**src/rtl/layer_seq_fsm.sv**
```systemverilog
// rtl/layer_seq_fsm.sv - CNN layer sequencer: unshuffle, then weight load + conv for three layers
// Drives the shared state bus, counts output channels, pulses acc_clr/frame_done.
module layer_seq_fsm #(
  parameter int CONV1_CH = 4,
  parameter int CONV2_CH = 12,
  parameter int CONV3_CH = 4,
  parameter int CH_W     = 6
) (
  input  logic            clk,
  input  logic            rst,
  input  logic            start,
  input  logic            unshuffle_done,
  input  logic            load_done,
  input  logic            conv_done,
  output logic [3:0]      state,
  output logic [CH_W-1:0] ch_idx,
  output logic            acc_clr,
  output logic            busy,
  output logic            frame_done
);

  typedef enum logic [3:0] {
    S_IDLE      = 4'd0,
    S_UNSHUFFLE = 4'd1,
    S_LOAD1     = 4'd2,
    S_CONV1     = 4'd3,
    S_LOAD2     = 4'd4,
    S_CONV2     = 4'd5,
    S_LOAD3     = 4'd6,
    S_CONV3     = 4'd7,
    S_FINISH    = 4'd8
  } state_t;

  // Kept as a plain vector so illegal codes 9..15 are representable and recoverable.
  logic [3:0] state_r;

  function automatic logic [CH_W-1:0] last_ch(input logic [3:0] s);
    case (s)
      S_CONV1: last_ch = CH_W'(CONV1_CH - 1);
      S_CONV2: last_ch = CH_W'(CONV2_CH - 1);
      S_CONV3: last_ch = CH_W'(CONV3_CH - 1);
      default: last_ch = '0;
    endcase
  endfunction

  always_ff @(posedge clk) begin
    if (rst) begin
      state_r    <= S_IDLE;
      ch_idx     <= '0;
      acc_clr    <= 1'b0;
      frame_done <= 1'b0;
    end else begin
      acc_clr    <= 1'b0;
      frame_done <= 1'b0;
      case (state_r)
        S_IDLE: begin
          ch_idx <= '0;
          if (start) state_r <= S_UNSHUFFLE;
        end
        S_UNSHUFFLE: begin
          if (unshuffle_done) state_r <= S_LOAD1;
        end
        S_LOAD1, S_LOAD2, S_LOAD3: begin
          ch_idx <= '0;
          if (load_done) begin
            state_r <= state_r + 4'd1;
            acc_clr <= 1'b1;
          end
        end
        S_CONV1, S_CONV2, S_CONV3: begin
          if (conv_done) begin
            if (ch_idx == last_ch(state_r)) begin
              // CONV3 + 1 lands on FINISH, whose single cycle carries frame_done.
              state_r    <= state_r + 4'd1;
              ch_idx     <= '0;
              frame_done <= (state_r == S_CONV3);
            end else begin
              ch_idx  <= ch_idx + 1'b1;
              acc_clr <= 1'b1;
            end
          end
        end
        S_FINISH: begin
          state_r <= S_IDLE;
        end
        default: begin
          state_r <= S_IDLE;
          ch_idx  <= '0;
        end
      endcase
    end
  end

  assign state = state_r;
  assign busy  = (state_r != S_IDLE);

endmodule

```
**config.mk**
```make
export PLATFORM = sky130hd
export DESIGN_NAME = layer_seq_fsm
export DESIGN_NICKNAME = d
export VERILOG_FILES = /design/src/rtl/layer_seq_fsm.sv
export SDC_FILE = /design/constraint.sdc
export NUM_CORES = 1
export LEC_CHECK = 0
export ABC_AREA = 1
export CAP_MARGIN = 20
export CORE_ASPECT_RATIO = 1.2
export CORE_MARGIN = 3
export CORE_UTILIZATION = 45
export DETAILED_ROUTE_END_ITERATION = 6
export DONT_BUFFER_PORTS = 1
export PLACE_DENSITY_LB_ADDON = 0.1
export SYNTH_ARGS = -nofsm -noshare
export SYNTH_HDL_FRONTEND = slang
export SYNTH_SLANG_ARGS = --single-unit
```
**constraint.sdc**
```tcl
create_clock -name clk -period 2.1 [get_ports clk]
set_input_delay 0.42 -clock clk [delete_from_list [all_inputs] [get_ports clk]]
set_output_delay 0.42 -clock clk [all_outputs]
set_load 0.02 [all_outputs]
```
==> results.toml <==
[outcome]
outcome = "completed"

[detailed_routing]
drt_first_iter_violations = 18
drc = 0
wl_um = 1800
vias = 722
drt-vias-per-instance = 5.43
firstDrtPassIters = 4
wl_per_cell_um = 13.5
ant_nets = 0

[worst_setup_path]
end_kind = "output pin"
required_ps = 1680
crit_slowest_cell = "dfxtp_1"
cp-start-kind = "flop"
cp_top_family = "flip-flops"
path_buf_inv = 0
cp_cell_sequence = "nor2_1 -> nand2_1"
arrival_ps = 1230
crit_fanout = 6
critPathKind = "flop to output pin"
slowest_delay_ps = 560

[floorplanning]
rows = 16
die_area_mm2 = 0.00240
ioPinCount = 19
start_util = 0.493
die_x_um = 45.2
coreArea_mm2 = 0.00168
dieHeight_um = 53.0

[synthesis]
synthCells = 110
seq_area_frac_synth = 0.290
postSynth.asyncResetShare = 0
mappedNetlistNets = 121
syn_avg_cell_area_um2 = 7.54
synth-seq-cells = 12
ys_warn_count = 0
ys.flop_type = "dfxtp_1"
yosysUniqueCellTypes = 27
synth.cell_area_um2 = 830
synth-edff-count = 0

[grt]
antenna_found_initial = 0
grt_pass1_vias = 698
grt_max_degree = 9
grt_first_pass_wirelength_um = 3130
grt_usage = 0.183
grt_overflow_total = 0

[power_and_ir_drop]
peakVddDrop_mv = 0.621
power_leakage_nw = 0.378
p_per_area_mw_per_mm2 = 1010

[clock_network]
cts_buffers = 3
clk-insertion-delay-late_ps = 270
clkTransAtPathRegs_ps = 80
cts_tree = "yes"
postCtsSetupBuffers = 0
cts_buffer_depth = 2
clock_sinks = 12
cts_resized = 0
hold_buffers = 0
cts_root_buf = "clkbuf_4"
htreeDepth = 1

[cells_and_area]
drive_gt1_frac = 0.200
nets = 127
final_util = 0.533
final_common_cell = "nand2_1"
syn_to_final_growth_pct = 7.99
mostFrequentLayoutCells = "22 x nand2_1, 13 x nor2_1, 12 x dfxtp_1"
diodes = 0

[hold_path]
hold_path_class = "primary input to flop"

[sta]
slew_headroom = 0.734
rsz0062_at_grt = "false"
finalSetupViolations = 0
whs_ps = 204
clock_skew_ps = 3.22
worstMarginPinSlew_ps = 398
fin_crit_sh = 0.786
min_period_ps = 1650
clock.fmax_mhz = 606
final-hold-violation-count = 0
setup_tns_ps = 0
drv_slew = 0
layout_setup_ws_ps = 450

[place]
place_ws_ps = 490
io_buffers = 0
gp_congestion = 0.834
place_hpwl_um = 1460

[flow_run]
drv_cap = 0
[flip-flops by register name, indices dropped and copies added (netlist names)]
signal      cells
ch_idx          6
state           4
acc_clr         1
frame_done      1
[metal layers]
metal  global-route usage  wire length [um]  vias up
met2                0.307               932       25
met4               0.0732                37        0
met3               0.0646               143        5
met5                    0                 0        -
met1                0.204               687      325
li1                     -                 -      367
[synthesized netlist by cell type, types with 2 or more instances]
library cell | number | area, um2
nand2_1 | 22 | 82.6
nor2_1 | 13 | 48.8
dfxtp_1 | 12 | 240
inv_1 | 8 | 30.0
nand3_1 | 8 | 40.0
a21oi_1 | 7 | 35.0
ha_1 | 5 | 62.6
nand2_4 | 4 | 45.0
xor2_1 | 4 | 35.0
nand2_2 | 3 | 18.8
nand3b_1 | 3 | 22.5
o21ai_0 | 3 | 15.0
nand3_4 | 2 | 35.0
nand4_1 | 2 | 12.5
nor3_1 | 2 | 10.0
[kinds of logic after synthesis]
family	share of synthesized area
xor+xnor	0.0528
compound gates	0.0799
fa+ha+maj	0.0754
simple gates	0.436
buf+inv	0.0664
flops	0.290
[layout make-up]
class,instances,area (um2)
well taps,18,22.5
fillers,186,786
inverters,10,40.0
flip-flops and latches,12,240
clock buffers,4,36.3
multi-input cells,86,534
repair buffers,3,22.5
[final timing paths]
path	from	end	slack, ps	cells past startpoint
min reg2reg	ch_idx[5]$_SDFFE_PP0P_	ch_idx[5]$_SDFFE_PP0P_	620	2
min	rst	state[2]$_SDFFE_PP0P_	200	1
max reg2reg	state[1]$_SDFFE_PP0P_	ch_idx[1]$_SDFFE_PP0P_	510	11
max	state[3]$_SDFFE_PP0P_	busy	450	2
[worst register-to-register path, delay by kind of cell (launching register included)]
| family | cells | cell delay, ps |
|---|---|---|
| simple gates | 9 | 820 |
| flops | 1 | 340 |
| fa+ha+maj | 1 | 230 |
| buf+inv | 1 | 80 |
[where the power goes]
group	internal (W)	switching (W)	total, W
sequential	0.000253	0.0000460	0.000299
clock	0.000105	0.0000773	0.000183
combinational	0.000147	0.000273	0.000419
total	0.000505	0.000396	0.000901
[stage by stage]
step | power, W | instances | instance area (um2)
finish | 0.000901 | 133 | 896
detailed placement | 0.000727 | 129 | 860
floorplan | 0.000633 | 110 | 830
global placement | 0.000725 | 129 | 860
CTS | 0.000911 | 133 | 896
global route | 0.000985 | 133 | 896
Power figures use the tool's default switching activity.
